--- src/rtl/pipe_ctrl_pkg.sv ---
// Shared definitions for the pipeline hazard/stall controller.
package pipe_ctrl_pkg;

   // Sequencer states: normal flow, I-mem redirect shadow, waiting on div/rem.
   typedef enum logic [1:0] {RUN, REDIRECT, MC_WAIT} hz_state_t;

   // x0 is hard-wired zero, so a load targeting it can never create a hazard.
   localparam logic [4:0] REG_X0 = 5'd0;

endpackage

--- src/rtl/hazard_sat_counter.sv ---
// Saturating up-counter with synchronous clear, used for stall and wait counts.
module hazard_sat_counter #(
   parameter int W = 16
) (
   input  logic         i_clk,
   input  logic         i_rst_n,
   input  logic         i_clr,
   input  logic         i_inc,
   output logic [W-1:0] o_count
);

   logic [W-1:0] r_count;

   // Count up when asked, clear wins over increment, and stick at all-ones.
   always_ff @(posedge i_clk or negedge i_rst_n) begin
      if (!i_rst_n) begin
         r_count <= '0;
      end else if (i_clr) begin
         r_count <= '0;
      end else if (i_inc && (r_count != {W{1'b1}})) begin
         r_count <= r_count + 1'b1;
      end
   end

   assign o_count = r_count;

endmodule

--- src/rtl/hazard_stall_ctrl.sv ---
// Stall/flush sequencer for IF, ID and the ID/EX register: load-use hazards,
// taken branch redirects and multi-cycle EX operations (div/rem).
module hazard_stall_ctrl
   import pipe_ctrl_pkg::*;
#(
   parameter int REDIRECT_CYC = 1,
   parameter int MC_TIMEOUT   = 64,
   parameter int CNT_W        = 16
) (
   input  logic             i_clk,
   input  logic             i_rst_n,
   input  logic [4:0]       i_id_rs1,
   input  logic [4:0]       i_id_rs2,
   input  logic             i_id_uses_rs1,
   input  logic             i_id_uses_rs2,
   input  logic             i_id_mc_op,
   input  logic [4:0]       i_ex_rd,
   input  logic             i_ex_is_load,
   input  logic             i_ex_reg_write_en,
   input  logic             i_pc_sel,
   input  logic             i_mc_done,
   output logic             o_stall_f,
   output logic             o_stall_d,
   output logic             o_flush_d,
   output logic             o_flush_e,
   output logic             o_mc_start,
   output logic             o_mc_abort,
   output logic             o_mc_err,
   output logic [CNT_W-1:0] o_stall_count
);

   localparam int                TCNT_W     = $clog2(MC_TIMEOUT);
   localparam logic [2:0]        RCNT_LOAD  = 3'(REDIRECT_CYC - 1);
   localparam logic [TCNT_W-1:0] TCNT_LAST  = TCNT_W'(MC_TIMEOUT - 1);

   hz_state_t         r_state;
   logic [2:0]        r_rcnt;
   logic              r_mcErr;
   logic              w_loadUse;
   logic              w_stallF;
   logic              w_stallD;
   logic              w_flushD;
   logic              w_flushE;
   logic              w_mcStart;
   logic              w_mcAbort;
   logic              w_inWait;
   logic [TCNT_W-1:0] w_tcnt;

   // A load in EX whose destination the ID instruction reads cannot be forwarded in time.
   assign w_loadUse = i_ex_is_load && i_ex_reg_write_en && (i_ex_rd != REG_X0) &&
                      ((i_id_uses_rs1 && (i_id_rs1 == i_ex_rd)) ||
                       (i_id_uses_rs2 && (i_id_rs2 == i_ex_rd)));

   assign w_inWait = (r_state == MC_WAIT);

   // Output decode: a redirect beats everything; during the redirect shadow ID only
   // holds flushed bubbles and during MC_WAIT EX only holds bubbles, so hazard terms
   // are only evaluated in RUN.
   always_comb begin
      w_stallF  = 1'b0;
      w_stallD  = 1'b0;
      w_flushD  = 1'b0;
      w_flushE  = 1'b0;
      w_mcStart = 1'b0;
      w_mcAbort = 1'b0;
      if (i_pc_sel) begin
         w_flushD  = 1'b1;
         w_flushE  = 1'b1;
         w_mcAbort = w_inWait;
      end else begin
         case (r_state)
            RUN: begin
               if (w_loadUse) begin
                  w_stallF = 1'b1;
                  w_stallD = 1'b1;
                  w_flushE = 1'b1;
               end else if (i_id_mc_op) begin
                  w_mcStart = 1'b1;
                  w_stallF  = 1'b1;
                  w_stallD  = 1'b1;
                  w_flushE  = 1'b1;
               end
            end
            REDIRECT: begin
               w_flushD = 1'b1;
            end
            MC_WAIT: begin
               if (!i_mc_done) begin
                  w_stallF = 1'b1;
                  w_stallD = 1'b1;
                  w_flushE = 1'b1;
               end
            end
            default: begin
            end
         endcase
      end
   end

   // Sequencer state, redirect shadow counter and the sticky timeout flag.
   always_ff @(posedge i_clk or negedge i_rst_n) begin
      if (!i_rst_n) begin
         r_state <= RUN;
         r_rcnt  <= 3'd0;
         r_mcErr <= 1'b0;
      end else if (i_pc_sel) begin
         r_rcnt  <= RCNT_LOAD;
         r_state <= (REDIRECT_CYC == 1) ? RUN : REDIRECT;
      end else begin
         case (r_state)
            RUN: begin
               if (!w_loadUse && i_id_mc_op) begin
                  r_state <= MC_WAIT;
               end
            end
            REDIRECT: begin
               r_rcnt <= r_rcnt - 3'd1;
               if (r_rcnt <= 3'd1) begin
                  r_state <= RUN;
               end
            end
            MC_WAIT: begin
               if (i_mc_done) begin
                  r_state <= RUN;
               end else if (w_tcnt == TCNT_LAST) begin
                  r_mcErr <= 1'b1;
               end
            end
            default: begin
               r_state <= RUN;
            end
         endcase
      end
   end

   hazard_sat_counter #(.W(CNT_W)) u_stallCounter (
      .i_clk   (i_clk),
      .i_rst_n (i_rst_n),
      .i_clr   (1'b0),
      .i_inc   (w_stallD),
      .o_count (o_stall_count)
   );

   hazard_sat_counter #(.W(TCNT_W)) u_waitCounter (
      .i_clk   (i_clk),
      .i_rst_n (i_rst_n),
      .i_clr   (w_mcStart),
      .i_inc   (w_inWait),
      .o_count (w_tcnt)
   );

   assign o_stall_f  = w_stallF;
   assign o_stall_d  = w_stallD;
   assign o_flush_d  = w_flushD;
   assign o_flush_e  = w_flushE;
   assign o_mc_start = w_mcStart;
   assign o_mc_abort = w_mcAbort;
   assign o_mc_err   = r_mcErr;

endmodule

--- config.mk ---
export PLATFORM = sky130hd
export DESIGN_NAME = hazard_stall_ctrl
export DESIGN_NICKNAME = d
export VERILOG_FILES = /design/src/rtl/pipe_ctrl_pkg.sv /design/src/rtl/hazard_sat_counter.sv /design/src/rtl/hazard_stall_ctrl.sv
export SDC_FILE = /design/constraint.sdc
export NUM_CORES = 1
export LEC_CHECK = 0
export ABC_CLOCK_PERIOD_IN_PS = 2290
export CAP_MARGIN = 25
export CORE_MARGIN = 4
export CORE_UTILIZATION = 45
export CTS_CLUSTER_SIZE = 16
export DETAILED_ROUTE_END_ITERATION = 12
export PLACE_DENSITY = 0.91
export SYNTH_ARGS = -nofsm -noshare
export SYNTH_HDL_FRONTEND = slang
export SYNTH_SLANG_ARGS = --single-unit
--- constraint.sdc ---
create_clock -name i_clk -period 2.29 [get_ports i_clk]
set_input_delay 0.458 -clock i_clk [delete_from_list [all_inputs] [get_ports i_clk]]
set_output_delay 0.458 -clock i_clk [all_outputs]
set_load 0.02 [all_outputs]
==> run metrics, run 1 <==
final count of pins violating max slew=0; Yosys Warn Count=0; Synth area leader=dfrtp_1; placed inst area=1980 um2; global route overflow=0; max cap viols=0; maximum operating frequency=450 MHz; I/O Pins=47; status=completed; r2r startpoint=u_stallCounter.o_count[7]; vias in the first global route=1,217; Setup crit end kind=primary output; Async SR Flop Fraction=100%; clock root cell=clkbuf_4; hold_ws=0.471 ns; Port-buffer cells=46; Slew HR=63.6%; ant diodes=0; Num CTS Buffers=3; number of antenna violations at the first check in global routing=0; Synth area leaders=dfrtp_1 42%, xnor2_1 15%, nand3_2 4.2%; Worst EP required=1.83 ns; Syn Area/Cell=11.0 um2; final hold vios=0; r2r worst-path depth=6; Die Y=64.1 um; Tcrit/Tclk final=97.1%; share of cells above drive strength 1=25.1%; crit path launch type=primary input; Reg2Reg Setup Slack=0.31 ns; Worst Setup SP=i_ex_rd[3]; mapped cell area=1420 um2; Post-synth EDFFs=0; Synth Instances=129; fin nets=214; final core occ=67.1%; Clock Path Buffers=2; maximum VDD drop=0.775 mV; core area=3030 um2; Synth Register Bits=24; H-tree Lvls=1; Crit Path Max Fanout=2; post-route design area=2030 um2; CTS tree=done; Synth top area share=42.4%; Worst setup endpoint=o_flush_e; Pre-Repair DR Iteration Count=4; sequential area share after synthesis=42.4%; Area Overhead vs Synth=43.5%; Syn Nets=155; RSZ-0062 raised after global routing=no; Clk pin slew, worst setup/hold paths=0.14 ns; pin count of the biggest net entering global routing=25; Post-synth top cells=25 x xnor2_1, 24 x dfrtp_1, 9 x nor2_1; Total GRT Usage=17.0%; final WL=3.30 mm; final setup TNS=0 ns; Vias/cell=5.08; global placement routability congestion=0.860; ys flop type=dfrtp_1; R2R Path End=u_stallCounter.o_count[1]; Hold Path Class=primary input to async pin; initial core utilization=46.7%; Chip Width=64.1 um; HPWL Detailed=2.60 mm; Iter 0 DRT Violations=29; cell with the most instances after synthesis=xnor2_1; Tmin final=2.22 ns; Pleak=0.933 nW; Worst Tran Pin Value=0.543 ns; first-pass GRT wire length=5.62 mm; Post-CTS Hold Fix Bufs=0; Clock Latency Late Sink=0.33 ns; Pwr Total=1.34 mW; Worst Setup Path Type=primary input to primary output; drt wl/cell=14.3 um; Final setup viols=0; vias=1,173; worst path arrival time=1.76 ns; pwr dens=662 nW/um2; library cells used by synthesis=33; row cnt=20; Post-DRT Antenna Nets=0; DRC=0; DIE AREA=4110 um2; # clock sinks=24; Worst Skew=0.0151 ns
==> final cells by class <==
type / instances / area [um2]
Clock buffer: 3 / 22.5
Clock inverter: 1 / 30.0
Fill cell: 239 / 997
Inverter: 3 / 11.3
Multi-Input combinational cell: 97 / 766
Sequential cell: 24 / 601
Tap cell: 44 / 55.1
Timing Repair Buffer: 59 / 546
==> what timing repair did <==
action | CTS | global route
resized for setup | 43 | 6
pin swaps | 12 | 12
endpoints found under the setup margin | 6 | 4
buffers inserted | 0 | 0
==> power breakdown <==
part | switching [mW] | internal, mW
sequential | 0.0758 | 0.497
combinational | 0.222 | 0.244
clock | 0.127 | 0.177
total | 0.425 | 0.919
==> cell families after synthesis <==
family	after synthesis	share of synthesized area, %
AO/OA/AOI/OAI	7	4.60
XOR/XNOR	29	17.9
adder cells (fa/ha/maj)	2	1.77
buffers and inverters	8	4.42
flip-flops	24	42.4
multiplexers	3	2.21
AND/OR/NAND/NOR	56	26.6
==> metrics by stage <==
step	cells	worst slack [ns]
2_1_floorplan	129	0.140
3_3_place_gp	227	-0.677
3_5_place_dp	227	-0.696
4_1_cts	231	0.000747
5_1_grt	231	0.00525
6_report	231	0.0674
==> flip-flops by register name (all words and copies together) (netlist names) <==
register                count
o_mc_err                    1
u_waitCounter.o_count       6
r_state                     1
u_stallCounter.o_count     16
==> worst max-delay path, cell delays in order <==
cell     delay (ns)
buf_2          0.11
or3_1          0.36
o311a_1        0.31
nand2_1        0.10
a22oi_2        0.06
or2_4          0.24
buf_6          0.13
==> placed cells by master, fill, tap and decap left out, types with 3 or more instances in the layout <==
cell and count:
buf_6 3, inv_1 3, xor2_1 4, nand4_2 3
nor2_1 9, and3_1 6, dlygate4sd2_1 7, xnor2_1 25
clkdlybuf4s50_1 27, dlymetal6s2s_1 5, buf_2 4, clkbuf_4 3
nand2_1 8, dfrtp_1 24, buf_4 13, nand4_1 8
nand3_2 6, and3_2 6
==> per-layer routing <==
| metal | share of wire (%) | global-route usage [%] | up-vias | routed length [um] |
|---|---|---|---|---|
| met1 | 42 | 21.0 | 573 | 1370 |
| met4 | 1.2 | 3.23 | 0 | 38 |
| met2 | 53 | 30.3 | 26 | 1760 |
| met3 | 3.9 | 3.51 | 4 | 129 |
| met5 | 0 | 0 | - | 0 |
| li1 | - | - | 570 | - |
==> how the worst min path moves through the flow <==
stage                                             to  startpoint  cells past startpoint  slack (ns)
final                     u_stallCounter.o_count[12]     i_rst_n                      2        0.47
after detailed placement                    o_mc_err    o_mc_err                      1        0.47
after floorplan                             o_mc_err     i_rst_n                      0        0.16
after global placement                      o_mc_err    o_mc_err                      1        0.45
after CTS                 u_stallCounter.o_count[12]     i_rst_n                      2        0.47
after global routing      u_stallCounter.o_count[15]     i_rst_n                      2        0.47
No activity file was read; power rests on OpenSTA's default activity.
==> run 2, diff against run 1 <==
==> constraint.sdc (replaced) <==
create_clock -name i_clk -period 2.29 [get_ports i_clk]
set_input_delay 0.3435 -clock i_clk [delete_from_list [all_inputs] [get_ports i_clk]]
set_output_delay 0.3435 -clock i_clk [all_outputs]
set_load 0.02 [all_outputs]
==> run metrics, run 2 (synthesis gave the netlist of run 1 again) <==
max FFs per register=16; global route overflow=0; crit-path cells=clkdlybuf4s50_1 > xnor2_1 > nand4_1 > o22ai_2 > nand2_1 > a22oi_1 > or2_4 > buf_6; Vias/cell=5.16; vias in the first global route=1,250; Clock Path Buffers=2; ant diodes=0; r2r worst-path depth=6; Slew HR=63.3%; Pre-Repair DR Iteration Count=4; Worst Skew=0.0137 ns; final hold vios=0; pin count of the biggest net entering global routing=25; number of antenna violations at the first check in global routing=0; maximum VDD drop=0.559 mV; Num CTS Buffers=3; Crit Path Max Fanout=3; Largest stage delay, worst path=0.55 ns; pwr dens=612 nW/um2; Total GRT Usage=17.3%; Clock Latency Late Sink=0.31 ns; I/O Pins=47; most frequent cells in the layout=38 x clkdlybuf4s50_1, 25 x xnor2_1, 24 x dfrtp_1, 13 x buf_4, 9 x nor2_1; final count of pins violating max slew=0; Worst EP required=1.95 ns; status=completed; Post-DRT Antenna Nets=0; row cnt=20; Worst Tran Pin Value=0.548 ns; H-tree Lvls=1; Die Y=64.1 um; final setup TNS=0 ns; first-pass GRT wire length=5.75 mm; core area=3030 um2; Tmin final=2.18 ns; Iter 0 DRT Violations=25; crit path launch type=primary input; vias=1,187; Chip Width=64.1 um; clock root cell=clkbuf_4; final non-filler cell total=230; Setup crit end kind=primary output; max cap viols=0; Area Overhead vs Synth=41.7%; Hold Path Class=primary input to async pin; Final setup viols=0; Worst Setup Path Type=primary input to primary output; final WL=3.33 mm; dpl cells=227; global placement routability congestion=0.860; Tcrit/Tclk final=95.2%; RSZ-0062 raised after global routing=no; commonest non-fill, non-tap cell in the layout=clkdlybuf4s50_1; # clock sinks=24; initial core utilization=46.7%; PnR worst setup slack=0.110 ns; Pleak=0.873 nW; worst slack at placement=-0.501 ns; fin nets=214; maximum operating frequency=459 MHz; Slowest-stage cell, CP=clkdlybuf4s50_1; drt wl/cell=14.5 um; CTS tree=done; worst path arrival time=1.84 ns; HPWL Detailed=2.63 mm; DRC=0; DIE AREA=4110 um2; Port-buffer cells=46; share of cells above drive strength 1=22.6%; hold_ws=0.373 ns; Clk pin slew, worst setup/hold paths=0.13 ns
[run 2: changes by cell type in the layout (fill, tap and decap cells not counted), sizes merged]
| cell | before | now |
|---|---|---|
| buf | 20 | 17 |
| clkdlybuf4s50 | 27 | 38 |
| bufinv | 1 | 0 |
| dlymetal6s2s | 5 | 1 |
| dlygate4sd2 | 7 | 3 |
[run 2: routing by layer]
| layer | routed length (um) | vias up | track usage [%] |
|---|---|---|---|
| met2 | 1780 | 30 | 31.5 |
| met1 | 1360 | 583 | 20.4 |
| met4 | 62 | 0 | 3.50 |
| met3 | 129 | 6 | 4.22 |
| li1 | - | 568 | - |
| met5 | 0 | - | 0 |
[run 2: per-stage QoR]
stage          power [mW]  cell area, um2  utilization (%)
2_1_floorplan       0.828            1420                -
3_3_place_gp         1.04            1980             65.3
3_5_place_dp         1.05            1980             65.3
4_1_cts              1.25            2000             66.2
5_1_grt              1.31            2010             66.2
6_report             1.23            2010             66.2
[run 2: final cells by class]
cell class              instances  area, um2
fillers                       236       1020
well taps                      44       55.1
repair buffers                 59        556
multi-input cells              97        761
clock buffers                   3       22.5
inverters                       3       11.3
flip-flops and latches         24        601
[run 2: worst max-delay path, delay by kind of cell]
| family | cells | cell delay (ns) |
|---|---|---|
| buffers and inverters | 2 | 0.66 |
| AND/OR/NAND/NOR | 3 | 0.37 |
| AO/OA/AOI/OAI | 2 | 0.33 |
| XOR/XNOR | 1 | 0.14 |
[run 2: path summary, 6_finish.rpt]
| check | from | end | slack, ns |
|---|---|---|---|
| setup / recovery | i_ex_rd[0] | o_flush_e | 0.11 |
| hold reg to reg | o_mc_err | o_mc_err | 0.49 |
| setup reg to reg | u_stallCounter.o_count[8] | u_stallCounter.o_count[1] | 0.35 |
| hold / removal | i_rst_n | u_stallCounter.o_count[12] | 0.37 |
| max in group asynchronous | i_rst_n | u_stallCounter.o_count[0] | 1.67 |
| min in group i_clk | o_mc_err | o_mc_err | 0.49 |
[run 2: what timing repair did]
item	in CTS	in global routing
gates cloned	0	0
hold buffers	0	0
setup endpoints to repair	4	1
gates resized for setup	27	1
pin swaps	2	0
setup buffers	0	0
[run 2: power by group]
part           switching (mW)  internal (mW)
clock                   0.120         0.0615
sequential             0.0754          0.497
combinational           0.222          0.251
==> run 3, diff against run 2 <==
--- a/config.mk
+++ b/config.mk
@@ -12,6 +12,7 @@
 export CTS_CLUSTER_SIZE = 16
 export DETAILED_ROUTE_END_ITERATION = 12
 export PLACE_DENSITY = 0.91
+export SKIP_LAST_GASP = 1
 export SYNTH_ARGS = -nofsm -noshare
 export SYNTH_HDL_FRONTEND = slang
 export SYNTH_SLANG_ARGS = --single-unit
==> results of run 3 <==
Same layout as run 2: the final DEF is identical, and so are final timing and power.
